--- config.mk ---
export PLATFORM = sky130hd
export DESIGN_NAME = systolic_ctrl
export DESIGN_NICKNAME = d
export VERILOG_FILES = /design/src/rtl/systolic_ctrl.sv
export SDC_FILE = /design/constraint.sdc
export NUM_CORES = 1
export LEC_CHECK = 0
export ABC_CLOCK_PERIOD_IN_PS = 2350
export CELL_PAD_IN_SITES_DETAIL_PLACEMENT = 0
export CELL_PAD_IN_SITES_GLOBAL_PLACEMENT = 1
export CORE_MARGIN = 8
export CORE_UTILIZATION = 38
export DETAILED_ROUTE_END_ITERATION = 10
export GPL_TIMING_DRIVEN = 0
export PLACE_DENSITY_LB_ADDON = 0.1
export RECOVER_POWER = 50
export SYNTH_ARGS = -nofsm -noshare
export SYNTH_HDL_FRONTEND = slang
export SYNTH_SLANG_ARGS = --single-unit
export TNS_END_PERCENT = 1
--- constraint.sdc ---
create_clock -name clk -period 2.35 [get_ports clk]
set_clock_uncertainty 0.15 [all_clocks]
set_input_delay 0.3525 -clock clk [delete_from_list [all_inputs] [get_ports clk]]
set_output_delay 0.3525 -clock clk [all_outputs]
set_load 0.01 [all_outputs]
--- src/rtl/systolic_ctrl.sv ---
// Sequencer for an N x N weight-stationary systolic array: loads weight rows,
// streams activation vectors and tracks in-flight data until the array drains.
module systolic_ctrl #(
    parameter int unsigned N    = 4,
    parameter int unsigned MAXV = 255
) (
    input  logic                          clk,
    input  logic                          reset,
    input  logic                          start,
    input  logic                          reload,
    input  logic [$clog2(MAXV+1)-1:0]     num_vec,
    output logic                          busy,
    output logic                          done,
    output logic                          w_rd,
    output logic [$clog2(N)-1:0]          w_addr,
    output logic [N-1:0]                  pe_load,
    input  logic                          a_valid,
    output logic                          a_ready,
    output logic [N-1:0]                  west_en,
    output logic [N-1:0]                  o_valid
);

    localparam int unsigned CW = $clog2(MAXV + 1);
    localparam int unsigned AW = $clog2(N);
    localparam int unsigned LW = $clog2(N + 1);
    localparam int unsigned PW = 2 * N;

    localparam logic [2:0] S_IDLE   = 3'd0;
    localparam logic [2:0] S_LOAD   = 3'd1;
    localparam logic [2:0] S_STREAM = 3'd2;
    localparam logic [2:0] S_DRAIN  = 3'd3;
    localparam logic [2:0] S_DONE   = 3'd4;

    logic [2:0]    state_q,    state_d;
    logic [LW-1:0] load_cnt_q, load_cnt_d;
    logic [CW-1:0] vec_cnt_q,  vec_cnt_d;
    logic [CW-1:0] num_q,      num_d;
    logic [PW-1:1] pipe_q;
    logic          xfer;
    logic [PW-1:0] acc;

    // Counter guard keeps the accept count saturating at the latched job size.
    assign a_ready = !reset && (state_q == S_STREAM) && (vec_cnt_q < num_q);
    assign xfer    = a_valid & a_ready;

    // Entry j of acc is the accept flag delayed j cycles.
    assign acc     = {pipe_q, xfer};
    assign west_en = acc[N-1:0] & {N{~reset}};
    assign o_valid = acc[PW-1:N] & {N{~reset}};

    always_comb begin
        state_d    = state_q;
        load_cnt_d = load_cnt_q;
        vec_cnt_d  = vec_cnt_q;
        num_d      = num_q;
        busy       = 1'b0;
        done       = 1'b0;
        w_rd       = 1'b0;
        w_addr     = '0;
        pe_load    = '0;

        case (state_q)
            S_IDLE: begin
                if (start) begin
                    num_d      = num_vec;
                    vec_cnt_d  = '0;
                    load_cnt_d = '0;
                    if (reload)
                        state_d = S_LOAD;
                    else if (num_vec == '0)
                        state_d = S_DONE;
                    else
                        state_d = S_STREAM;
                end
            end
            S_LOAD: begin
                load_cnt_d = LW'(load_cnt_q + LW'(1));
                if (load_cnt_q == LW'(N))
                    state_d = (num_q == '0) ? S_DONE : S_STREAM;
            end
            S_STREAM: begin
                if (xfer) begin
                    vec_cnt_d = CW'(vec_cnt_q + CW'(1));
                    if (CW'(vec_cnt_q + CW'(1)) == num_q)
                        state_d = S_DRAIN;
                end
            end
            S_DRAIN: begin
                if (acc[PW-2:0] == '0)
                    state_d = S_DONE;
            end
            S_DONE: begin
                state_d = S_IDLE;
            end
            default: begin
                state_d = S_IDLE;
            end
        endcase

        // Outputs decode the registered state; all forced low while reset is held.
        if (!reset) begin
            busy = (state_q != S_IDLE);
            done = (state_q == S_DONE);
            if (state_q == S_LOAD) begin
                if (load_cnt_q < LW'(N)) begin
                    w_rd   = 1'b1;
                    w_addr = AW'(load_cnt_q);
                end
                for (int r = 0; r < N; r++)
                    pe_load[r] = (load_cnt_q == LW'(r + 1));
            end
        end
    end

    always_ff @(posedge clk) begin
        if (reset) begin
            state_q    <= S_IDLE;
            load_cnt_q <= '0;
            vec_cnt_q  <= '0;
            num_q      <= '0;
            pipe_q     <= '0;
        end else begin
            state_q    <= state_d;
            load_cnt_q <= load_cnt_d;
            vec_cnt_q  <= vec_cnt_d;
            num_q      <= num_d;
            pipe_q     <= acc[PW-2:0];
        end
    end

endmodule

==> results of run 1 <==
[power groups by stage]
| stage | sequential [mW] | clock, mW | combinational, mW |
|---|---|---|---|
| final | 0.533 | 0.414 | 0.269 |
| after global routing | 0.535 | 0.444 | 0.298 |
| after CTS | 0.533 | 0.436 | 0.270 |
| after detailed placement | 0.543 | 0 | 0.240 |
| after global placement | 0.542 | 0 | 0.241 |
| after floorplan | 0.534 | 0 | 0.158 |
[cells in the final DEF (no fill, tap or decap), drive strengths merged, types with 2 or more instances in the layout]
master and count:
nand2 32, dfxtp 29, nor2 22, a21oi 21, clkdlybuf4s50 17, inv 16, nor2b 14, ha 14
clkbuf 14, nor3 9, dlygate4sd2 8, nand3 8, buf 7, nor4 6, nand4 5, xor2 5
o21ai 5, xnor2 4, and2 3, o211ai 3, a31oi 3, a221oi 3, nor3b 2, nand2b 2
and3 2, a311oi 2, o22ai 2, dlygate4sd3 2, or3 2
[state kept, by name (all words and copies together), names as in the netlist]
signal      count
num_q           8
vec_cnt_q       8
pipe_q          7
load_cnt_q      3
state_q         3
[path summary, 6_finish.rpt]
check	start	to	slack [ns]	depth (start not counted)
setup / recovery	vec_cnt_q[1]	west_en[0]	0.07	7
hold reg to reg	pipe_q[3]	pipe_q[4]	0.32	1
hold / removal	pipe_q[3]	pipe_q[4]	0.32	1
setup reg to reg	vec_cnt_q[1]	vec_cnt_q[7]	0.16	8
[worst reg2reg max path, cell delays in order (launching register included)]
cell and delay [ns]:
dfxtp_2 0.39, ha_4 0.21, nor2b_1 0.12, o211ai_1 0.25, a21oi_4 0.12, buf_6 0.16
o21ai_2 0.37, o211ai_1 0.14, nor3b_1 0.16
[routing by layer]
layer	up-vias	global-route usage (%)
met5	-	0
met4	0	5.502
met3	7	3.707
met2	33	22.78
met1	789	18.20
li1	885	-
[final cells by class]
class | instances | area [µm²]
clock buffer | 7 | 86.33
multi-input combinational | 177 | 1150
tap | 54 | 67.56
timing repair buffer | 33 | 311.5
buffer | 9 | 50.05
fill | 500 | 2308
inverter | 16 | 60.06
sequential | 29 | 595.6
[what timing repair did]
| item | in CTS | in global routing |
|---|---|---|
| resized for setup | 37 | 7 |
| setup endpoints to repair | 19 | 5 |
| pin swaps | 4 | 3 |
| setup buffers | 3 | 0 |
[cells by family after synthesis]
kind of cell	count (synthesis)
buf+inv	27
mux	1
compound gates	42
simple gates	111
flops	29
fa+ha+maj	14
xor+xnor	9
[stage by stage]
stage / setup TNS, ns / instance area [µm²] / cells / hold slack (ns)
global placement: -4.013 / 2148 / 317 / 0.3086
finish: 0 / 2321 / 325 / 0.3226
detailed placement: -4.067 / 2148 / 317 / 0.3165
global route: -0.0001362 / 2321 / 325 / 0.3419
CTS: 0 / 2318 / 326 / 0.3259
floorplan: 0 / 1780 / 233 / 0.2937
==> out/qor.csv, run 1 <==
stage;metric;value;unit
synth;top-count cell post-synth;nand2_1;
status;status;finished clean;
worst_setup_path;crit-path max FO;7;
synth;mux cell area share after synthesis;0.6325;%
global_routing;vias in the first global route;1676;
detailed_routing;Starting DRT DRC Count;91;
timing;max-slew violation count;0;
finish;Final #Nets;298;
finish;area grow syn2layout;30.36;%
worst_setup_path;crit start category;flop;
placed_design;dpl ws;-0.5519;ns
synth;Synth Register Bits;29;
floorplan;num rows;25;
placed_design;Detailed Place HPWL;3.521;mm
clocking;CTS Sinks;29;
finish;Core Util, Final;50.14;%
synth;Main synth FF type;dfxtp_1;
floorplan;Chip Width;84.45;µm
power;P_int;0.8521;mW
timing;Worst slew margin;67.55;%
detailed_routing;DRT antenna net count;0;
timing;Final min period;2.278;ns
detailed_routing;final WL;4.873;mm
finish;share of cells above drive strength 1;14.39;%
power;switching pwr;0.3643;mW
clocking;worst skew pair latency;0.28;ns
floorplan;I/O pin count;31;
placed_design;PortBufs;30;
clocking;CTS tree;built;
power;Pleak;0.9129;nW
detailed_routing;vias per inst;5.274;
synth;list of most frequent post-synthesis cells;nand2_1, dfxtp_1, a21oi_1, nor2_1, inv_1;
floorplan;die area;7132;µm²
clocking;TritonCTS buffer count;5;
floorplan;Vert. Die Dim;84.45;µm
timing;FMAX;439.0;MHz
detailed_routing;drt wl/cell;14.99;µm
worst_setup_path;Setup CP Type;reg -> out;
power;sequential power share;43.8;%
synth;Synth async-reset ratio;0;%
worst_setup_path;Critical Path Most Common Cell;buf_6;
timing;Final Cycle Share;96.93;%
synth;cell taking the most area after synthesis;dfxtp_1;
power;total power;1.216;mW
synth;synth top area cells;dfxtp_1, ha_1, nand2_1;
power;highest ir drop seen on vdd;0.2623;mV
floorplan;Starting Density;38.46;%
synth;Post-Syn Instances;233;
synth;Post-Syn Area per Cell;7.641;µm²
timing;Worst-Margin Slew;0.4868;ns
timing;final worst slack;0.07205;ns
worst_setup_path;critical path endpoint category;output pin;
synth;Synth Area in XOR/XNOR;4.427;%
synth;post-synthesis compound-gate area fraction;15.32;%
floorplan;Core ar.;4629;µm²
synth;combinational family with the most area after synthesis;simple AND/OR/NAND/NOR gates;
detailed_routing;DR vias;1714;
detailed_routing;Post-Route M1 WL;2.387;mm
detailed_routing;metal3 WL;259;µm
worst_setup_path;Max stage delay on crit path;0.39;ns
power;clock share of power;34.1;%
global_routing;antenna violations before repair;0;
finish;n_diodes;0;
worst_setup_path;CP top delay family;flip-flops;
detailed_routing;drt pass-1 iters;4;
synth;post-synth cell types;40;
global_routing;first-pass GRT wire length;8.266;mm
worst_setup_path;arrival time at the worst endpoint;1.78;ns
synth;adder-cell share of the synthesized area;9.838;%
worst_setup_path;sum of buffers and inverters on the critical path;2;
synth;synth warn;0;
power;combinational share of power;22.1;%
synth;post-synth top area share;32.61;%
detailed_routing;number of remaining DRC errors;0;
synth;Post-synth EDFFs;0;
worst_setup_path;critical-path cell list;ha_4 > nor2b_1 > o211ai_1 > a21oi_4 > buf_6 > nor2_4 > buf_6;
hold_path;HP Class;reg -> reg;
flow_run;Max-cap violations;0;
power;Power per Cell Area;524.1;nW/µm²
timing;# setup viols final;0;
global_routing;largest net degree at the start of global routing;11;
synth;sequential share of the synthesized area;32.61;%
power;Net Sw Frac;29.95;%
clocking;cts hold-fix bufs;0;
global_routing;GR Util All Layers;14.40;%
synth;Mapped Nets;260;
detailed_routing;Highest Signal Layer;met4;
clocking;htree depth;2;
clocking;maximum clock path buffer count;2;
detailed_routing;WL met2;2.155;mm
worst_setup_path;CP max-delay cell;dfxtp_2;
worst_setup_path;CP Data Required Time;1.85;ns
clocking;Root Buffer;clkbuf_8;
synth;post-synthesis simple-gate area fraction;31.27;%
timing;final hold viol count;0;
synth;cell area after synthesis;1780;µm²
global_routing;overflow left after global routing;0;
clocking;CTS clk-pin slew, worst paths;0.06;ns
placed_design;GP Congestion;0.8001;
No activity file was read; power rests on OpenSTA's default activity.
==> inputs of run 2 (changes only) <==
- GPL_TIMING_DRIVEN: 0 -> unset
==> out/qor.csv, run 2 (synthesis gave the netlist of run 1 again) <==
stage;metric;value;unit;change
status;status;finished clean;;unchanged
worst_setup_path;CP Data Required Time;1.85;ns;about the same
power;Pleak;1.030;nW;was 0.9129 nW
detailed_routing;DR vias;1743;;was 1714
detailed_routing;Starting DRT DRC Count;78;;was 91
floorplan;die area;7132;µm²;unchanged
detailed_routing;vias per inst;5.067;;was 5.274
timing;Fin Setup TNS;0;ns;unchanged
global_routing;GR Util All Layers;13.79;%;was 14.40%
clocking;maximum clock path buffer count;2;;unchanged
finish;Final Non-Filler Cells;344;;was 325
worst_setup_path;worst r2r src;num_q[6];;was vec_cnt_q[1]
timing;FMAX;453.0;MHz;was 439.0 MHz
global_routing;first-pass GRT wire length;8.114;mm;was 8.266 mm
timing;final hold viol count;0;;unchanged
global_routing;antenna violations before repair;0;;unchanged
power;Power per Cell Area;520.8;nW/µm²;was 524.1 nW/µm²
timing;# setup viols final;0;;unchanged
worst_setup_path;crit-path max FO;3;;was 7
worst_setup_path;critical-path cell list;inv_1 > ha_1 > nand4_1 > a21oi_2 > nor2_1 > clkdlybuf4s15_1;;was ha_4 > nor2b_1 > o211ai_1 > a21oi_4 > buf_6 > nor2_4 > buf_6
worst_setup_path;crit start category;flop;;unchanged
worst_setup_path;reg2reg end;vec_cnt_q[3];;was vec_cnt_q[7]
timing;Final Cycle Share;93.94;%;was 96.93%
hold_path;worst hold path depth;1;;unchanged
placed_design;PortBufs;30;;unchanged
power;highest ir drop seen on vdd;0.5852;mV;was 0.2623 mV
clocking;CTS tree;built;;unchanged
worst_setup_path;arrival time at the worst endpoint;1.71;ns;was 1.78 ns
power;combinational share of power;22.3;%;was 22.1%
finish;Final #Nets;316;;was 298
power;P_int;0.8978;mW;was 0.8521 mW
worst_setup_path;critical path endpoint category;output pin;;unchanged
floorplan;num rows;25;;unchanged
power;switching pwr;0.3598;mW;was 0.3643 mW
clocking;CTS Sinks;29;;unchanged
worst_setup_path;CP max-delay cell;dfxtp_1;;was dfxtp_2
clocking;TritonCTS buffer count;5;;unchanged
clocking;CTS clk-pin slew, worst paths;0.06;ns;about the same
clocking;total setup buffers inserted after CTS;0;;was 3
hold_path;HP Start;pipe_q[3];;unchanged
flow_run;Max-cap violations;0;;unchanged
clocking;Root Buffer;clkbuf_8;;unchanged
power;clock share of power;36.2;%;was 34.1%
clocking;worst skew pair latency;0.27;ns;was 0.28 ns
detailed_routing;drt pass-1 iters;4;;unchanged
global_routing;overflow left after global routing;0;;unchanged
detailed_routing;drt wl/cell;13.47;µm;was 14.99 µm
timing;Worst-Margin Slew;0.5313;ns;was 0.4868 ns
power;Net Sw Frac;28.61;%;was 29.95%
finish;commonest non-fill, non-tap cell in the layout;nand2_1;;unchanged
placed_design;GP Congestion;0.8204;;was 0.8001
detailed_routing;DRT antenna net count;0;;unchanged
finish;share of cells above drive strength 1;15.86;%;was 14.39%
hold_path;hold endpoint;pipe_q[4];;unchanged
floorplan;Vert. Die Dim;84.45;µm;unchanged
worst_setup_path;Max stage delay on crit path;0.34;ns;was 0.39 ns
finish;biggest regs;num_q x8, vec_cnt_q x8, pipe_q x7;;unchanged
floorplan;Starting Density;38.46;%;unchanged
timing;RSZ-0062 raised after global routing;false;;
power;total power;1.258;mW;was 1.216 mW
finish;filler instances;464;;was 500
timing;Final min period;2.208;ns;was 2.278 ns
clocking;htree depth;2;;unchanged
clocking;cts hold-fix bufs;0;;unchanged
floorplan;I/O pin count;31;;unchanged
worst_setup_path;Reg2Reg Depth;8;;unchanged
power;sequential power share;41.6;%;was 43.8%
finish;area grow syn2layout;35.63;%;was 30.36%
floorplan;Core ar.;4629;µm²;unchanged
global_routing;vias in the first global route;1718;;was 1676
clocking;cts repair resizes;12;;was 37
placed_design;Inst Count DP;336;;was 317
worst_setup_path;Register-to-Register Setup Slack;0.18;ns;was 0.16 ns
timing;max-slew violation count;0;;unchanged
timing;Worst slew margin;64.58;%;was 67.55%
hold_path;HP Class;reg -> reg;;unchanged
detailed_routing;number of remaining DRC errors;0;;unchanged
placed_design;Detailed Place HPWL;3.750;mm;was 3.521 mm
finish;n_diodes;0;;unchanged
worst_setup_path;crit path launch;num_q[6];;was vec_cnt_q[1]
detailed_routing;final WL;4.632;mm;was 4.873 mm
finish;commonest non-fill, non-tap cells in the layout;nand2_1, dfxtp_1, buf_4;;was nand2_1, dfxtp_1, nor2_1
global_routing;largest net degree at the start of global routing;13;;was 11
floorplan;Chip Width;84.45;µm;unchanged
worst_setup_path;Setup CP Type;reg -> out;;unchanged
run 2: cell types whose count changed in the layout (fill, tap and decap cells not counted), moves of 2 or more:
cell	delta
clkdlybuf4s50_1	+2
clkbuf_4	-3
dfxtp_2	-6
dlygate4sd2_1	-2
dfxtp_1	+8
dlygate4sd3_1	-2
buf_2	-3
dfxtp_4	-2
dlymetal6s2s_1	+2
buf_4	+24
run 2: how the worst max path moves through the flow:
stage | endpoint | slack, ns
6_report | a_ready | 0.14
5_1_grt | a_ready | 0.002
4_1_cts | pe_load[1] | -0.05
3_5_place_dp | west_en[0] | -0.16
3_3_place_gp | west_en[0] | -0.13
2_1_floorplan | pe_load[0] | 0.28
run 2: power by group through the flow:
stage / Combinational [mW] / Sequential, mW / Clock (mW)
6_report: 0.280 / 0.523 / 0.455
5_1_grt: 0.311 / 0.525 / 0.491
4_1_cts: 0.288 / 0.523 / 0.463
3_5_place_dp: 0.286 / 0.533 / 0
3_3_place_gp: 0.288 / 0.533 / 0
2_1_floorplan: 0.158 / 0.534 / 0
run 2: critical path: cells and delay by family, from the launching register on:
family / cells / cell delay, ns
flip-flops: 1 / 0.34
AO/OA/AOI/OAI: 1 / 0.25
adder cells (fa/ha/maj): 1 / 0.31
buffers and inverters: 2 / 0.29
AND/OR/NAND/NOR: 2 / 0.24
run 2: area by class of cell:
type | instances | area (µm²) | share of cell area [%]
multi-input combinational | 177 | 1100 | 45.54
sequential | 29 | 580.6 | 24.04
timing repair buffer | 60 | 505.5 | 20.93
clock buffer | 7 | 96.34 | 3.990
tap | 54 | 67.56 | 2.798
inverter | 16 | 60.06 | 2.487
clock inverter | 1 | 5.005 | 0.2073
run 2: metrics by stage:
| stage | worst slack [ns] | util (%) | instance area (µm²) | hold slack (ns) |
|---|---|---|---|---|
| global route | 0.002168 | 52.16 | 2415 | 0.3421 |
| floorplan | 0.2843 | - | 1780 | 0.2937 |
| detailed placement | -0.1636 | 50.30 | 2328 | 0.3151 |
| global placement | -0.1275 | 50.30 | 2328 | 0.3110 |
| CTS | -0.04832 | 52.59 | 2435 | 0.3282 |
| finish | 0.1423 | 52.16 | 2415 | 0.3253 |
run 2: metal layers:
metal	vias to the layer above	share of wire (%)	global-route usage [%]
li1	923	-	-
met1	777	49	18.02
met2	34	44	21.42
met3	9	4.5	3.317
met4	0	1.7	4.854
met5	-	0	0
